==> src/rtl/repl_ctrl.sv <==
// Victim-select and fill-sequencing controller for a 4-way, 4-set cache with 3-bit counters.
// Define REPL_INVALID_FIRST_EN to prefer the lowest-numbered invalid way over the min-counter rule.
module repl_ctrl (
    input  logic       clk,
    input  logic       reset,
    input  logic       miss,
    input  logic [1:0] index,
    input  logic [3:0] valid,
    input  logic [2:0] ctr0,
    input  logic [2:0] ctr1,
    input  logic [2:0] ctr2,
    input  logic [2:0] ctr3,
    input  logic       mem_ack,
    output logic [1:0] fill_index,
    output logic [3:0] index_dec,
    output logic [3:0] way_load,
    output logic [3:0] way_dec,
    output logic       mem_req,
    output logic [1:0] victim,
    output logic       busy,
    output logic       fill_done,
    output logic [1:0] dbg_state
);

    localparam logic [1:0] S_IDLE   = 2'd0;
    localparam logic [1:0] S_SELECT = 2'd1;
    localparam logic [1:0] S_REQ    = 2'd2;
    localparam logic [1:0] S_UPDATE = 2'd3;

    logic [1:0] r_state;
    logic [1:0] r_fill_index;
    logic [1:0] r_victim;

    logic [1:0] w_min_way;
    logic [2:0] w_min_val;
    logic [1:0] w_sel_way;
    logic [3:0] w_victim_oh;

    // Strict less-than keeps the lowest way on ties.
    always_comb begin
        w_min_way = 2'd0;
        w_min_val = ctr0;
        if (ctr1 < w_min_val) begin
            w_min_way = 2'd1;
            w_min_val = ctr1;
        end
        if (ctr2 < w_min_val) begin
            w_min_way = 2'd2;
            w_min_val = ctr2;
        end
        if (ctr3 < w_min_val) begin
            w_min_way = 2'd3;
            w_min_val = ctr3;
        end
    end

`ifdef REPL_INVALID_FIRST_EN
    always_comb begin
        w_sel_way = w_min_way;
        if (!valid[0]) begin
            w_sel_way = 2'd0;
        end else if (!valid[1]) begin
            w_sel_way = 2'd1;
        end else if (!valid[2]) begin
            w_sel_way = 2'd2;
        end else if (!valid[3]) begin
            w_sel_way = 2'd3;
        end
    end
`else
    logic w_unused_valid;
    assign w_unused_valid = ^valid;
    assign w_sel_way      = w_min_way;
`endif

    always_ff @(posedge clk) begin
        if (reset) begin
            r_state      <= S_IDLE;
            r_fill_index <= 2'b00;
            r_victim     <= 2'b00;
        end else begin
            case (r_state)
                S_IDLE: begin
                    if (miss) begin
                        r_fill_index <= index;
                        r_state      <= S_SELECT;
                    end
                end
                S_SELECT: begin
                    r_victim <= w_sel_way;
                    r_state  <= S_REQ;
                end
                S_REQ: begin
                    if (mem_ack) begin
                        r_state <= S_UPDATE;
                    end
                end
                S_UPDATE: begin
                    r_state <= S_IDLE;
                end
                default: begin
                    r_state <= S_IDLE;
                end
            endcase
        end
    end

    // Strobes decode straight from registered state so the counter arrays see clean pulses.
    assign w_victim_oh = 4'b0001 << r_victim;
    assign fill_index  = r_fill_index;
    assign index_dec   = 4'b0001 << r_fill_index;
    assign victim      = r_victim;
    assign mem_req     = (r_state == S_REQ);
    assign fill_done   = (r_state == S_UPDATE);
    assign busy        = (r_state != S_IDLE);
    assign way_load    = (r_state == S_UPDATE) ? w_victim_oh : 4'b0000;
    assign way_dec     = (r_state == S_UPDATE) ? (~w_victim_oh & 4'b1111) : 4'b0000;
    assign dbg_state   = r_state;

endmodule

==> config.mk <==
export PLATFORM = sky130hd
export DESIGN_NAME = repl_ctrl
export DESIGN_NICKNAME = d
export VERILOG_FILES = /design/src/rtl/repl_ctrl.sv
export SDC_FILE = /design/constraint.sdc
export NUM_CORES = 1
export LEC_CHECK = 0
export CAP_MARGIN = 20
export CELL_PAD_IN_SITES_DETAIL_PLACEMENT = 1
export CELL_PAD_IN_SITES_GLOBAL_PLACEMENT = 1
export CORE_UTILIZATION = 21
export DETAILED_ROUTE_END_ITERATION = 6
export PLACE_DENSITY = 0.8
export SLEW_MARGIN = 0
export SYNTH_ARGS = -nofsm -noshare
export SYNTH_HDL_FRONTEND = slang
export SYNTH_SLANG_ARGS = --single-unit
==> constraint.sdc <==
create_clock -name clk -period 3.2 [get_ports clk]
set_input_delay 0.64 -clock clk [delete_from_list [all_inputs] [get_ports clk]]
set_output_delay 0.64 -clock clk [all_outputs]
set_load 0.01 [all_outputs]
# Word level (Yosys, flattened, before mapping)
# Cells that the tools add are included.
[classes]
magnitude_cmp = 3
n_reduce_logical = 4
shifts = 2
bitwise = 1
eq_ne = 5
mux = 10
[ops]
columns = ["op", "n"]
rows = [
  ["less-than comparator 3 bit", 3],
  ["2-to-1 mux 2 bit", 4],
  ["2-to-1 mux 4 bit", 2],
  ["one-hot mux 2 bit (4 select lines)", 1],
  ["left shift 1 x 2 -> 4 bit, first input constant", 2],
  ["2-to-1 mux 3 bit", 2],
  ["equality test 2 bit, second input constant", 2],
  ["inequality test 2 bit, second input constant", 2],
  ["NOT 4 bit", 1],
  ["AND reduction 2 bit", 2],
  ["equality test 2 x 1 -> 1 bit, second input constant", 1],
  ["zero test 2 bit", 1],
  ["nonzero test 2 bit", 1],
  ["2-to-1 mux 1 bit", 1],
]
[totals]
output_inout_bits = 21
regBits = 6
inputBits = 22
elab_cells = 28

# Depth between registers and ports, before layout
[depth]
depth_word = 6
mapped_depth = 16
depth_no_buf = 16

# Worst setup path after synthesis
# OpenSTA, ideal clock, no wires.
[synth_path]
kind = "input to register"
start = "in ctr0[2]"
end = "reg r_victim[1] (netlist: victim[1])"
t_arrival_ns = 3.020
path_stages = 16
setup_ns = 0.079
path_slack_ns = 0.100
required_ns = 3.121
path_buffers = 0
cell_sequence = "inv_1 > ha_1 > inv_1 > o21ai_1 > mux2i_1 > ha_1 > inv_1 > o21ai_0 > o31a_2 > nor2_1 > a21o_1 > ha_1 > and3_1 > o211ai_1 > o211ai_1 > a211oi_2"
[synth_via]
elab_chain_cells = 6
elab_cells_between_ends = 7
classes_between = "order compare: 3; mux: 4"
[synth_lines]
columns = ["element", "line_no", "source"]
rows = [
  ["from (decl)", "9", "input logic [2:0] ctr0,"],
  ["less-than comparator 3 bit", "43", "if (ctr1 < w_min_val) begin"],
  ["2-to-1 mux 3 bit (*)", "43", ""],
  ["less-than comparator 3 bit", "47", "if (ctr2 < w_min_val) begin"],
  ["2-to-1 mux 3 bit", "47", ""],
  ["less-than comparator 3 bit", "51", "if (ctr3 < w_min_val) begin"],
  ["2-to-1 mux 2 bit (*)", "51", ""],
  ["to (signal assigned)", "90", "r_victim <= w_sel_way;"],
  ["to (decl)", "32", "logic [1:0] r_victim;"],
]
# Mark *: on every way between the ends. The rest lies on a longest branch, timed or not.
# A chain may end at the register's enable or synchronous reset.

# Worst setup path in the final report
[layout_path]
start = "in ctr0[1]"
end = "reg r_victim[0] (netlist: victim[0])"
[layout_via]
elab_chain_cells = 6
elab_cells_between_ends = 8
classes_between = "order compare: 3; mux: 5"
[layout_lines]
columns = ["element", "line_no"]
rows = [
  ["less-than comparator 3 bit", "43"],
  ["2-to-1 mux 3 bit", "43"],
  ["less-than comparator 3 bit", "47"],
  ["2-to-1 mux 3 bit", "47"],
  ["less-than comparator 3 bit", "51"],
  ["2-to-1 mux 2 bit (*)", "51"],
]
# Marks and branches as above.

==> flow_summary.json <==
{
  "status": "finished with violations",
  "failed_checks": "DRC",
  "dpl_cell_area_um2": 1120,
  "wl_met3_um": 59,
  "cts-htree-levels": 1,
  "slew_headroom_pct": 73.7,
  "gr-total-overflow": 0,
  "yosysTopAreaCell": "ha_1",
  "cts-root-buf": "clkbuf_4",
  "clock_latency_ns": 0.24,
  "tritoncts": "yes",
  "tightest_slew_ns": 0.392,
  "netlist_area_um2": 646,
  "skew_ns": 0.00170,
  "switching_share_pct": 40.8,
  "cts_buffer_depth": 2,
  "power_per_cell_area_nw_per_um2": 489,
  "wl_met2_um": 1240,
  "syn2layout_area_growth_pct": 99.6,
  "grt_pass1_vias": 865,
  "power_mw": 0.630,
  "wirelength_um": 2340,
  "viasPerCell": 4.59,
  "fin_nets": 177,
  "maxCapViolCount": 0,
  "worstPathArrival_ns": 3.17,
  "synthTopCellsByCount": "ha_1 (13), inv_1 (13), nor2_1 (11), dfxtp_1 (6)",
  "path_class": "primary input to register",
  "min_period_ns": 3.06,
  "slew_violations": 0,
  "setup_violations": 0,
  "die_h_um": 57.4,
  "yosys_warnings": 0,
  "power_switching_mw": 0.257,
  "grt_max_degree": 9,
  "netlist-cell-type-count": 24,
  "layout-drive-gt1-share_pct": 27.9,
  "pin_count": 43,
  "via_count": 785,
  "netlist_top_cells_area": "ha_1 (25%), dfxtp_1 (19%), inv_1 (7.6%)",
  "placedCellCount": 162,
  "port_buffers": 38,
  "postCtsHoldBufs": 0,
  "grt_pass1_wl_um": 3850,
  "stdcell_area_um2": 1290,
  "drt_pass1_iterations": 5,
  "gp_congestion": 0.691,
  "cp_data_required_time_ns": 3.31,
  "synth_edf_count": 0,
  "pwr-share-seq_pct": 21.9,
  "dieArea_um2": 3300,
  "cts_sinks": 6,
  "ant_nets": 0,
  "finalNonFillerCells": 171,
  "ys.flop_type": "dfxtp_1",
  "wl_met1_um": 1020,
  "ys_seq_area_share_pct": 18.6,
  "hold_viol": 0,
  "top_layer": "met4",
  "drt-initial-drc-count": 11,
  "dp_hpwl_um": 1700,
  "hold_class": "register to register",
  "utilization_pct": 45.6,
  "syn_inst": 85,
  "vdd_drop_max_v": 0.000244,
  "start_util_pct": 22.8,
  "routedWlPerCell_um": 13.7,
  "clk_pin_slew_ns": 0.04,
  "ys_ff_latch": 6,
  "max_freq_ghz": 0.327,
  "combPwrFrac_pct": 67.0,
  "antenna_cells": 0,
  "start_kind": "primary input",
  "synth_top_area_share_pct": 25.2,
  "coreArea_um2": 2830,
  "endpoint_kind": "register",
  "drc": 3,
  "die_x_um": 57.4,
  "period_share_pct": 95.5,
  "cts-buffers-inserted": 3,
  "grt_use_total_pct": 14.6,
  "power.clock.fraction_pct": 11.1,
  "leakagePower_nw": 0.557,
  "fin_hold_ws_ns": 0.521,
  "async_flop_share_pct": 0,
  "rsz0062_at_grt": "yes",
  "synth_nets": 120,
  "antenna_found_initial": 0,
  "syn_avg_cell_area_um2": 7.60,
  "rows": 19,
  "crit_fanout": 3,
  "p_int_mw": 0.373
}
-- power by group through the flow --
| stage | clock network, mW | logic, mW | registers [mW] |
|---|---|---|---|
| CTS | 0.0755 | 0.399 | 0.139 |
| floorplan | 0 | 0.183 | 0.142 |
| detailed placement | 0 | 0.380 | 0.140 |
| global placement | 0 | 0.365 | 0.136 |
| finish | 0.0701 | 0.422 | 0.138 |
| global route | 0.0767 | 0.464 | 0.146 |
-- area by class of cell --
cell class	instances	area (µm²)
well taps	31	38.8
inverters	13	53.8
fillers	334	1540
repair buffers	52	493
multi-input cells	66	561
clock buffers	3	22.5
flip-flops and latches	6	120
-- layer usage --
layer  global-route usage (%)  vias to the layer above
met3                     2.04                        2
li1                         -                      398
met5                        0                        -
met2                     28.9                       19
met4                     3.14                        0
met1                     16.2                      366
-- timing repair --
action                     4_1_cts  5_1_grt
cloned                           0        0
buffers inserted                 4        2
setup endpoints to repair        2        2
gates resized for setup         28       18
pin swaps                       11       12
-- worst max-delay path, stage by stage --
cell and delay, ns:
buf_8 0.10, inv_4 0.05, ha_4 0.20, a21oi_4 0.17, o21ai_4 0.07, mux2i_2 0.16, ha_2 0.33, nor2_2 0.04
o21bai_1 0.15, o31a_2 0.21, nor2_2 0.05, a21o_1 0.19, ha_4 0.28, and3_4 0.17, o211ai_1 0.08, o211ai_1 0.17
a211oi_2 0.11
-- placed cells by master, fill, tap and decap left out, types with 2 or more instances in the layout --
cell type | netlist | final
inv_1 | 13 | 10
ha_4 | 0 | 3
nand2_1 | 5 | 5
o211ai_1 | 2 | 2
ha_1 | 13 | 9
inv_4 | 0 | 2
buf_4 | 0 | 14
nor2b_1 | 3 | 3
buf_6 | 0 | 3
a211oi_2 | 2 | 2
clkdlybuf4s50_1 | 0 | 32
a21oi_1 | 5 | 4
dfxtp_1 | 6 | 6
nor3_1 | 2 | 2
a21boi_0 | 3 | 3
o21ai_1 | 2 | 2
clkbuf_4 | 0 | 3
nand3_1 | 3 | 3
nor2_1 | 11 | 9
nor2_2 | 0 | 2
a21o_1 | 2 | 2
and3_1 | 3 | 2
-- worst paths after layout --
path,end,from,slack [ns],depth (start not counted)
max,victim[0]$_SDFFE_PP0N_,ctr0[1],0.14,17
min reg2reg,fill_index[1]$_SDFFE_PP0P_,fill_index[1]$_SDFFE_PP0P_,0.52,2
max reg2reg,dbg_state[1]$_SDFFE_PP0P_,dbg_state[1]$_SDFFE_PP0P_,1.63,7
min,fill_index[1]$_SDFFE_PP0P_,fill_index[1]$_SDFFE_PP0P_,0.52,2
-- kinds of logic after synthesis --
group	share of synthesized area, %
AOI/OAI and AO/OA	23.3
adders and majority gates	25.2
buffers and inverters	7.56
DFF	18.6
muxes	3.10
and+or+nand+nor	22.3
-- sequential cells by signal (all words and copies together) (netlist names) --
register and cells:
victim 2, fill_index 2, dbg_state 2
-- stage by stage --
| step | setup slack, ns | setup TNS, ns |
|---|---|---|
| after floorplan | 0.100 | 0 |
| after global placement | -0.628 | -1.22 |
| after detailed placement | -0.735 | -1.46 |
| after CTS | 0.0150 | 0 |
| after global routing | -0.0212 | -0.0212 |
| final | 0.143 | 0 |
No activity file was read; power rests on OpenSTA's default activity.
